**src/rtl/mul_div_unit_pkg.sv**
```systemverilog
`default_nettype none
// ============================================================================
// Module  : mul_div_unit_pkg
// Purpose : Shared encodings for the iterative RV64M multiply/divide unit:
//           operation codes (RISC-V funct3 order) and FSM state encodings.
// Rev     : 1.0  initial release
// ============================================================================
package mul_div_unit_pkg;

    localparam int MDU_OP_W = 3;

    typedef enum logic [MDU_OP_W-1:0] {
        MDU_MUL    = 3'd0,
        MDU_MULH   = 3'd1,
        MDU_MULHSU = 3'd2,
        MDU_MULHU  = 3'd3,
        MDU_DIV    = 3'd4,
        MDU_DIVU   = 3'd5,
        MDU_REM    = 3'd6,
        MDU_REMU   = 3'd7
    } mdu_op_e;

    typedef enum logic [1:0] {
        ST_IDLE = 2'd0,
        ST_MUL  = 2'd1,
        ST_DIV  = 2'd2,
        ST_DONE = 2'd3
    } mdu_state_e;

endpackage
`default_nettype wire

```
**src/rtl/mdu_operand_prep.sv**
```systemverilog
`default_nettype none
// ============================================================================
// Module  : mdu_operand_prep
// Purpose : Combinational operand preparation for mul_div_unit. Applies the
//           *W-form extension, converts signed operands to magnitudes,
//           produces the result-negate flag and detects the divide-by-zero
//           and signed-overflow special cases together with their results.
// Ports   : i_mdu_op, i_is_word, i_operator_1, i_operator_2  -> request
//           o_mag_a / o_mag_b     operand magnitudes
//           o_neg_result          negate final product/quotient/remainder
//           o_special             special case, bypass the iteration
//           o_special_result      result to use when o_special is set
// Rev     : 1.0  initial release
// ============================================================================
module mdu_operand_prep
    import mul_div_unit_pkg::*;
#(
    parameter int XLEN = 64
) (
    input  logic [MDU_OP_W-1:0] i_mdu_op,
    input  logic                i_is_word,
    input  logic [XLEN-1:0]     i_operator_1,
    input  logic [XLEN-1:0]     i_operator_2,
    output logic [XLEN-1:0]     o_mag_a,
    output logic [XLEN-1:0]     o_mag_b,
    output logic                o_neg_result,
    output logic                o_special,
    output logic [XLEN-1:0]     o_special_result
);

    localparam int c_half = XLEN / 2;

    logic            w_a_signed;
    logic            w_b_signed;
    logic            w_is_div_op;
    logic            w_is_rem_op;
    logic [XLEN-1:0] w_ext_a;
    logic [XLEN-1:0] w_ext_b;
    logic            w_a_neg;
    logic            w_b_neg;
    logic            w_div_zero;
    logic            w_overflow;
    logic            w_a_most_neg;

    always_comb begin
        w_a_signed  = (i_mdu_op == MDU_MULH) || (i_mdu_op == MDU_MULHSU) ||
                      (i_mdu_op == MDU_DIV)  || (i_mdu_op == MDU_REM);
        w_b_signed  = (i_mdu_op == MDU_MULH) || (i_mdu_op == MDU_DIV) ||
                      (i_mdu_op == MDU_REM);
        w_is_div_op = i_mdu_op[2];
        w_is_rem_op = i_mdu_op[2] & i_mdu_op[1];

        if (i_is_word) begin
            w_ext_a = {{c_half{w_a_signed & i_operator_1[c_half-1]}}, i_operator_1[c_half-1:0]};
            w_ext_b = {{c_half{w_b_signed & i_operator_2[c_half-1]}}, i_operator_2[c_half-1:0]};
        end else begin
            w_ext_a = i_operator_1;
            w_ext_b = i_operator_2;
        end

        w_a_neg = w_a_signed & w_ext_a[XLEN-1];
        w_b_neg = w_b_signed & w_ext_b[XLEN-1];
        o_mag_a = w_a_neg ? -w_ext_a : w_ext_a;
        o_mag_b = w_b_neg ? -w_ext_b : w_ext_b;

        // Remainder follows the dividend's sign; everything else follows the sign product.
        o_neg_result = w_is_rem_op ? w_a_neg : (w_a_neg ^ w_b_neg);

        // The most-negative test looks at the narrow value for *W forms.
        if (i_is_word) begin
            w_a_most_neg = (w_ext_a[c_half-1:0] == {1'b1, {(c_half-1){1'b0}}});
        end else begin
            w_a_most_neg = (w_ext_a == {1'b1, {(XLEN-1){1'b0}}});
        end

        w_div_zero = w_is_div_op && (w_ext_b == '0);
        w_overflow = w_is_div_op && w_a_signed && w_a_most_neg && (w_ext_b == '1);
        o_special  = w_div_zero | w_overflow;

        if (w_div_zero) begin
            o_special_result = w_is_rem_op ? w_ext_a : '1;
        end else if (w_overflow) begin
            o_special_result = w_is_rem_op ? '0 : w_ext_a;
        end else begin
            o_special_result = '0;
        end
    end

endmodule
`default_nettype wire

```
**src/rtl/mul_div_unit.sv**
```systemverilog
`default_nettype none
// ============================================================================
// Module  : mul_div_unit
// Purpose : Iterative RV64M multiply/divide unit. Radix-2 shift-add multiply
//           and restoring divide, one bit per cycle, with valid/ready
//           handshakes on the request and result sides.
// Ports   : clk, rst (sync, active high)
//           in_valid/in_ready, mdu_op, is_word, operator_1, operator_2
//           flush        abandon any in-flight operation
//           out_valid/out_ready, mdu_result (stable while out_valid)
// Rev     : 1.0  initial release
// ============================================================================
module mul_div_unit
    import mul_div_unit_pkg::*;
#(
    parameter int XLEN  = 64,
    parameter int CNT_W = 7
) (
    input  logic                clk,
    input  logic                rst,
    input  logic                in_valid,
    output logic                in_ready,
    input  logic [MDU_OP_W-1:0] mdu_op,
    input  logic                is_word,
    input  logic [XLEN-1:0]     operator_1,
    input  logic [XLEN-1:0]     operator_2,
    input  logic                flush,
    output logic                out_valid,
    input  logic                out_ready,
    output logic [XLEN-1:0]     mdu_result
);

    localparam int             c_half     = XLEN / 2;
    localparam logic [CNT_W-1:0] c_cnt_last = CNT_W'(XLEN - 1);
    localparam logic [CNT_W-1:0] c_cnt_one  = CNT_W'(1);

    mdu_state_e            state_q, state_d;
    logic [CNT_W-1:0]      cnt_q, cnt_d;
    logic [2*XLEN-1:0]     acc_q, acc_d;      // MUL: {high, low/multiplier}; DIV: {remainder, quotient}
    logic [XLEN-1:0]       b_q, b_d;          // multiplicand or divisor magnitude
    logic [MDU_OP_W-1:0]   op_q, op_d;
    logic                  is_word_q, is_word_d;
    logic                  neg_q, neg_d;
    logic                  special_q, special_d;
    logic                  in_ready_q, in_ready_d;
    logic                  out_valid_q, out_valid_d;
    logic [XLEN-1:0]       result_q, result_d;

    logic [XLEN-1:0]       w_mag_a, w_mag_b, w_special_result;
    logic                  w_neg_result, w_special;
    logic [XLEN:0]         w_mul_sum;
    logic [XLEN:0]         w_rem_shift;
    logic [XLEN:0]         w_rem_diff;
    logic                  w_q_bit;
    logic [XLEN-1:0]       w_rem_next;
    logic [2*XLEN-1:0]     w_prod;
    logic [XLEN-1:0]       w_raw;
    logic [XLEN-1:0]       w_final;

    mdu_operand_prep #(
        .XLEN (XLEN)
    ) u_operand_prep (
        .i_mdu_op         (mdu_op),
        .i_is_word        (is_word),
        .i_operator_1     (operator_1),
        .i_operator_2     (operator_2),
        .o_mag_a          (w_mag_a),
        .o_mag_b          (w_mag_b),
        .o_neg_result     (w_neg_result),
        .o_special        (w_special),
        .o_special_result (w_special_result)
    );

    // Shared datapath: one multiply step, one divide step, result formatting.
    always_comb begin
        w_mul_sum   = {1'b0, acc_q[2*XLEN-1:XLEN]} + (acc_q[0] ? {1'b0, b_q} : '0);
        // Partial remainder shifted left with the next dividend bit brought in.
        w_rem_shift = acc_q[2*XLEN-1:XLEN-1];
        w_rem_diff  = w_rem_shift - {1'b0, b_q};
        w_q_bit     = ~w_rem_diff[XLEN];
        w_rem_next  = w_q_bit ? w_rem_diff[XLEN-1:0] : w_rem_shift[XLEN-1:0];

        w_prod = neg_q ? -acc_q : acc_q;
        if (special_q) begin
            w_raw = acc_q[XLEN-1:0];
        end else begin
            case (op_q)
                MDU_MUL:                        w_raw = w_prod[XLEN-1:0];
                MDU_MULH, MDU_MULHSU, MDU_MULHU: w_raw = w_prod[2*XLEN-1:XLEN];
                MDU_DIV, MDU_DIVU:              w_raw = neg_q ? -acc_q[XLEN-1:0] : acc_q[XLEN-1:0];
                default:                        w_raw = neg_q ? -acc_q[2*XLEN-1:XLEN] : acc_q[2*XLEN-1:XLEN];
            endcase
        end
        w_final = is_word_q ? {{c_half{w_raw[c_half-1]}}, w_raw[c_half-1:0]} : w_raw;
    end

    always_comb begin
        state_d     = state_q;
        cnt_d       = cnt_q;
        acc_d       = acc_q;
        b_d         = b_q;
        op_d        = op_q;
        is_word_d   = is_word_q;
        neg_d       = neg_q;
        special_d   = special_q;
        in_ready_d  = in_ready_q;
        out_valid_d = out_valid_q;
        result_d    = result_q;

        case (state_q)
            ST_IDLE: begin
                if (in_valid && in_ready_q) begin
                    op_d       = mdu_op;
                    is_word_d  = is_word;
                    b_d        = w_mag_b;
                    neg_d      = w_neg_result;
                    special_d  = w_special;
                    cnt_d      = '0;
                    in_ready_d = 1'b0;
                    if (w_special) begin
                        acc_d   = {{XLEN{1'b0}}, w_special_result};
                        state_d = ST_DONE;
                    end else begin
                        acc_d   = {{XLEN{1'b0}}, w_mag_a};
                        state_d = mdu_op[2] ? ST_DIV : ST_MUL;
                    end
                end
            end
            ST_MUL: begin
                acc_d = {w_mul_sum, acc_q[XLEN-1:1]};
                if (cnt_q == c_cnt_last) state_d = ST_DONE;
                else                     cnt_d   = cnt_q + c_cnt_one;
            end
            ST_DIV: begin
                acc_d = {w_rem_next, acc_q[XLEN-2:0], w_q_bit};
                if (cnt_q == c_cnt_last) state_d = ST_DONE;
                else                     cnt_d   = cnt_q + c_cnt_one;
            end
            ST_DONE: begin
                // First DONE cycle formats and registers the result; then wait for the consumer.
                if (!out_valid_q) begin
                    out_valid_d = 1'b1;
                    result_d    = w_final;
                end else if (out_ready) begin
                    out_valid_d = 1'b0;
                    in_ready_d  = 1'b1;
                    state_d     = ST_IDLE;
                end
            end
            default: begin
                state_d = ST_IDLE;
            end
        endcase

        if (flush) begin
            state_d     = ST_IDLE;
            out_valid_d = 1'b0;
            in_ready_d  = 1'b1;
        end
    end

    always_ff @(posedge clk) begin
        if (rst) begin
            state_q     <= ST_IDLE;
            cnt_q       <= '0;
            acc_q       <= '0;
            b_q         <= '0;
            op_q        <= '0;
            is_word_q   <= 1'b0;
            neg_q       <= 1'b0;
            special_q   <= 1'b0;
            in_ready_q  <= 1'b1;
            out_valid_q <= 1'b0;
            result_q    <= '0;
        end else begin
            state_q     <= state_d;
            cnt_q       <= cnt_d;
            acc_q       <= acc_d;
            b_q         <= b_d;
            op_q        <= op_d;
            is_word_q   <= is_word_d;
            neg_q       <= neg_d;
            special_q   <= special_d;
            in_ready_q  <= in_ready_d;
            out_valid_q <= out_valid_d;
            result_q    <= result_d;
        end
    end

    assign in_ready   = in_ready_q;
    assign out_valid  = out_valid_q;
    assign mdu_result = result_q;

endmodule
`default_nettype wire

```
**config.mk**
```make
export PLATFORM = sky130hd
export DESIGN_NAME = mul_div_unit
export DESIGN_NICKNAME = d
export VERILOG_FILES = /design/src/rtl/mul_div_unit_pkg.sv /design/src/rtl/mdu_operand_prep.sv /design/src/rtl/mul_div_unit.sv
export SDC_FILE = /design/constraint.sdc
export NUM_CORES = 2
export LEC_CHECK = 0
export CORE_MARGIN = 2
export CORE_UTILIZATION = 62
export CTS_CLUSTER_SIZE = 14
export DETAILED_ROUTE_END_ITERATION = 7
export PLACE_DENSITY = 0.91
export SLEW_MARGIN = 20
export SYNTH_ARGS = -nofsm -noshare
export SYNTH_HDL_FRONTEND = slang
export SYNTH_SLANG_ARGS = --single-unit
```
**constraint.sdc**
```tcl
create_clock -name clk -period 5.2 [get_ports clk]
set_input_delay 0.78 -clock clk [delete_from_list [all_inputs] [get_ports clk]]
set_output_delay 0.78 -clock clk [all_outputs]
set_load 0.02 [all_outputs]
```
After elaboration in Yosys (flattened, before gate mapping)
Cells that the tools add are included.
Word-level totals
  output and inout bits: 66
  input bits: 137
  register bits after elaboration: 273
  logic and storage cells: 112
Operators by class
  reductions and logical operators: 26
  add/sub/neg operators: 8
  eq/ne operators: 21
  bitwise logic cells: 9
  multiplexer cells: 37
Operators by type and width (count)
  $mux W64: 15
  $pmux W128 S3: 1
  $mux W128: 2
  $neg A64 Y64: 4
  $pmux W64 S3: 1
  $eq A64 B64 Y1 const B: 2
  $neg A128 Y128: 1
  $add A64 B64 Y65: 1
  $sub A65 B64 Y65: 1
  $logic_not A64 Y1: 1
  $eq A32 B32 Y1 const B: 1
  $mux W7: 2
  $pmux W7 S2: 1
  $eq A3 B3 Y1 const B: 4
  $mux W2: 6
  $eq A3 B2 Y1 const B: 3
  $ne A2 B2 Y1 const B: 4
  $reduce_and A4 Y1: 2
  $add A7 B1 Y7 const B: 1
  $eq A7 B6 Y1 const B: 1
  $mux W1: 7
  $eq A3 B1 Y1 const B: 2
  $pmux W2 S3: 1
  $reduce_and A2 Y1: 3
  other kinds (17): 34

Depth between registers and ports, before layout
  depth in word-level cells: 15
  gate-level depth with buffers: 17
  depth with buffers taken out: 15

By module
A second synthesis with hierarchy kept.
Unflattened totals
  cells, all modules: 4528
  area total of the unflattened synthesis: 30707.0 um^2
Modules (own cells, without submodules)
  mul_div_unit: sequential area each 5465.2 um^2, instances 1, area each 25969.9 um^2, cells each 3712
  mdu_operand_prep: sequential area each 0.0 um^2, instances 1, area each 4737.0 um^2, cells each 816

Worst setup path after synthesis
No wires, ideal clock.
  kind: register -> register
  start point: reg acc_q[0]
  end point: reg acc_q[122]
  library setup time: 0.120 ns
  setup slack: 1.250 ns
  arrival: 3.831 ns
  path buffers: 3
  stages on the path, launching flop included: 18
  cells stage by stage: dfxtp_1 clkbuf_1 inv_2 clkbuf_1 nor2_1 ha_1 clkbuf_1 a21oi_1 o21ba_2 a211o_1 nand2_1 o311ai_1 o31ai_1 a41oi_1 o31ai_1 a311oi_1 xnor2_1 a211o_1
On the way
  word-level cells in the longest chain between the ends: 3
Ends and longest elaborated chain
  from (decl): line mul_div_unit.sv:39  | logic [2*XLEN-1:0] acc_q, acc_d;
  from (signal assigned): line mul_div_unit.sv:166  | acc_q <= '0;
  from (signal assigned): line mul_div_unit.sv:178  | acc_q <= acc_d;
  $mux W64: line mul_div_unit.sv:76  | w_mul_sum = {1'b0, acc_q[2*XLEN-1:XLEN]} + (acc_q[0] ? {1'b0, b_q} : '0);
  $add A64 B64 Y65: line mul_div_unit.sv:76
  $pmux W128 S3: line mul_div_unit.sv:110  | case (state_q)
No other way between the ends.
A chain may end at the register's enable or synchronous reset.

Worst setup path in the final report
  start point: reg acc_q[27]
  end point: reg result_q[22], in the netlist mdu_result[22]
On the way
  word-level cells in the longest chain between the ends: 5
Ends and longest elaborated chain
  $neg A128 Y128: line mul_div_unit.sv:83  | w_prod = neg_q ? -acc_q : acc_q;
  $mux W128: line mul_div_unit.sv:83
  $pmux W64 S3: line mul_div_unit.sv:87  | case (op_q)
  $mux W64: line mul_div_unit.sv:84  | if (special_q) begin
  $mux W64: line mul_div_unit.sv:94  | w_final = is_word_q ? {{c_half{w_raw[c_half-1]}}, w_raw[c_half-1:0]} : w_raw;
  to (signal assigned): line mul_div_unit.sv:186  | result_q <= result_d;
  to (decl): line mul_div_unit.sv:47  | logic [XLEN-1:0] result_q, result_d;
No other way between the ends.

==> summary.txt <==
fin worst setup slack - 0.423 ns
skew final - 0.0434 ns
Synth Register Bits - 273
DRC - 10
largest net degree at the start of global routing - 78
Final ANT Viol Nets - 0
Ports - 203
area post-placement - 31,900 um2
fin cells - 4,925
initial DRC count - 5,813
Fillers - 3,974
crit-path max FO - 10
Post CTS Setup Buffer Count - 0
startpoint type of the worst setup path - register
Worst setup EP type - register
Top cell by count, worst path - o211ai_1
Setup Slack @ Placement - 0.281 ns
Arr. time, crit path - 5.32 ns
# diodes - 0
max-cap violation count - 0
failing checks - DRC
HP Start - mdu_result[6]$_SDFFE_PP0P_
top post-synthesis cells by area - dfxtp_1 19%, a21oi_1 7.8%, ha_1 5.9%
f_max - 0.209 GHz
unique cell type count in the Yosys netlist - 103
CTS tree - yes
clock slew at reported path FFs - 0.07 ns
Cell Area, Synth - 29,400 um2
worst-skew pair later-pin latency - 0.65 ns
Die Height - 222 um
Slew HR - 0.197
worst slew pin tran - 1.20 ns
Slew Limit Fails - 0
status - finished with violations
drt total wl - 126,000 um
fin crit share - 0.919
placed cells - 4,869
Post-CTS Resized - 0
initial core utilization - 0.630
# hold bufs at CTS - 0
Critical Path Source - acc_q[27]$_SDFFE_PP0P_
input/output buffers - 202
die area - 49,200 um2
Post-synth EDFFs - 0
placer's final routability congestion estimate - 1.10
setup total negative slack - 0 ns
Worst path top cell family by delay - compound AO/OA/AOI/OAI gates
critical path type - reg -> reg
CTS Sinks - 273
GRT Util Overall - 0.486
sequential share of the synthesized area - 0.186
Post-Syn Nets - 4,558
Hold Fails Final Rpt - 0
final setup violation count - 0
unrepaired setup endpoints after global routing - no
largest stage delay on the critical path - 0.82 ns
number of global-route vias before repair - 31.9k
Crit Reg-Reg Startpoint - acc_q[27]$_SDFFE_PP0P_
Lkg Pwr - 13.1 nW
std cell rows - 79
Worst Path Buf+Inv - 0
top cell type's share of synthesized area - 0.186
vias - 35.7k
mean area per synthesized cell - 6.87 um2
Die W - 222 um
maximum VDD drop - 0.284 mV
DP HPWL - 96,000 um
ys flop type - dfxtp_1
Post-Route Utilization - 0.706
cells after synthesis - 4,281
core box area - 46,700 um2
YS warnings - 0
pwr/cell area - 216 nW/um2
total congestion overflow - 0
DR pass1 iterations - 8
fin crit period - 4.78 ns
clk root buf - clkbuf_16
crit path cell chain - or4_1, nor4_2, and4_1, nand2_1, o211ai_1, a21boi_0, o21ai_0, o211ai_1, a31oi_1
CTS Buf Count - 31
Non-Filler Cell Area, Final - 32,900 um2
CTS Buffer Depth - 3
nets - 4,572
Crit-path slowest cell - o21ai_0
first-pass GRT wire length - 189,000 um
cell taking the most area after synthesis - dfxtp_1
Hold WC Path Type - reg -> reg
Req. time, crit path - 5.74 ns
layout cells sized above 1 - 0.0611
Layout area overhead - 11.9%
initial antenna violation count - 2
CTS H-tree lvls - 1
routed length per instance - 25.5 um
via-per-instance ratio - 7.24
Synth async-reset ratio - 0
[metal layers]
metal,GRT usage,routed length [um],vias to the layer above
met5,0.00782,83,-
met4,0.236,7460,6
met3,0.171,20100,538
met2,0.684,49400,2840
met1,0.654,48600,16400
li1,-,-,15900
[worst reg2reg max path, stage by stage (launching register included)]
cell and delay (ns):
dfxtp_1 0.43, or4_1 0.74, nor4_2 0.63, and4_1 0.47, nand2_1 0.21, o211ai_1 0.80
a21boi_0 0.20, o21ai_0 0.82, o211ai_1 0.23, a31oi_1 0.19
[logic make-up after synthesis]
| kind of cell | after synthesis | synth area share |
|---|---|---|
| compound gates | 1585 | 0.350 |
| simple gates | 1467 | 0.240 |
| buf+inv | 490 | 0.0654 |
| fa+ha+maj | 140 | 0.0601 |
| flops | 273 | 0.186 |
| mux | 50 | 0.0170 |
| xor+xnor | 276 | 0.0822 |
[path summary, 6_finish.rpt]
check / endpoint / slack [ns] / cells after the start
worst max register to register: mdu_result[22]$_SDFFE_PP0P_ / 0.42 / 9
worst min register to register: mdu_result[6]$_SDFFE_PP0P_ / 0.44 / 2
worst max-delay path: mdu_result[22]$_SDFFE_PP0P_ / 0.42 / 9
worst min-delay path: mdu_result[6]$_SDFFE_PP0P_ / 0.44 / 2
[stage by stage]
stage / hold WS, ns / power, mW
final: 0.441 / 7.10
after global routing: 0.470 / 7.27
after CTS: 0.441 / 6.91
after detailed placement: 0.433 / 4.67
after global placement: 0.432 / 4.65
after floorplan: 0.432 / 3.86
[cells in the mapped netlist (all sizes together), types with 60 or more instances]
library cell    n
xor2          143
o31ai          62
ha            138
inv           128
a22o           60
a21o           80
nand3          95
o21ai         348
a22oi         102
nor4           60
xnor2         133
a21oi         457
dfxtp         273
nand2         439
clkbuf        302
a211oi         68
nor3          115
nor2          416
[registers in the layout, summed over array words and instances, names as in the netlist]
signal / flops
op_q: 3
is_word_q: 1
state_q: 2
acc_q: 128
in_ready: 1
cnt_q: 7
mdu_result: 64
special_q: 1
out_valid: 1
b_q: 64
neg_q: 1
[layout make-up]
type	instances	area (um2)	share of cell area
clock buffers	42	877	0.0266
clock inverters	14	141	0.00430
inverters	130	488	0.0148
multi-input cells	3518	22100	0.671
flip-flops and latches	273	5470	0.166
well taps	607	759	0.0231
repair buffers	341	3100	0.0940
[cells in the final DEF (no fill, tap or decap), types with 53 or more instances in the layout]
cell type	netlist	layout
nand3_1	94	93
o211ai_1	53	53
nand2_1	438	438
a211oi_1	68	68
xnor2_1	133	133
ha_1	138	135
a22oi_1	102	102
a22o_1	60	60
nor4_1	56	56
or3_1	54	53
dfxtp_1	273	271
buf_4	4	137
o21ai_0	335	335
a21o_1	80	80
xor2_1	143	142
nor2_1	416	412
o31ai_1	60	60
clkdlybuf4s50_1	0	200
inv_1	127	126
nor3_1	113	113
nand4_1	58	58
a21oi_1	456	455
[report_power, final]
part / leakage [nW] / total (mW) / switching [mW] / internal, mW
Clock: 0.509 / 2.29 / 1.01 / 1.28
Sequential: 2.22 / 2.40 / 0.193 / 2.21
Combinational: 10.4 / 2.40 / 1.57 / 0.830
(Power assumes the default switching activity.)
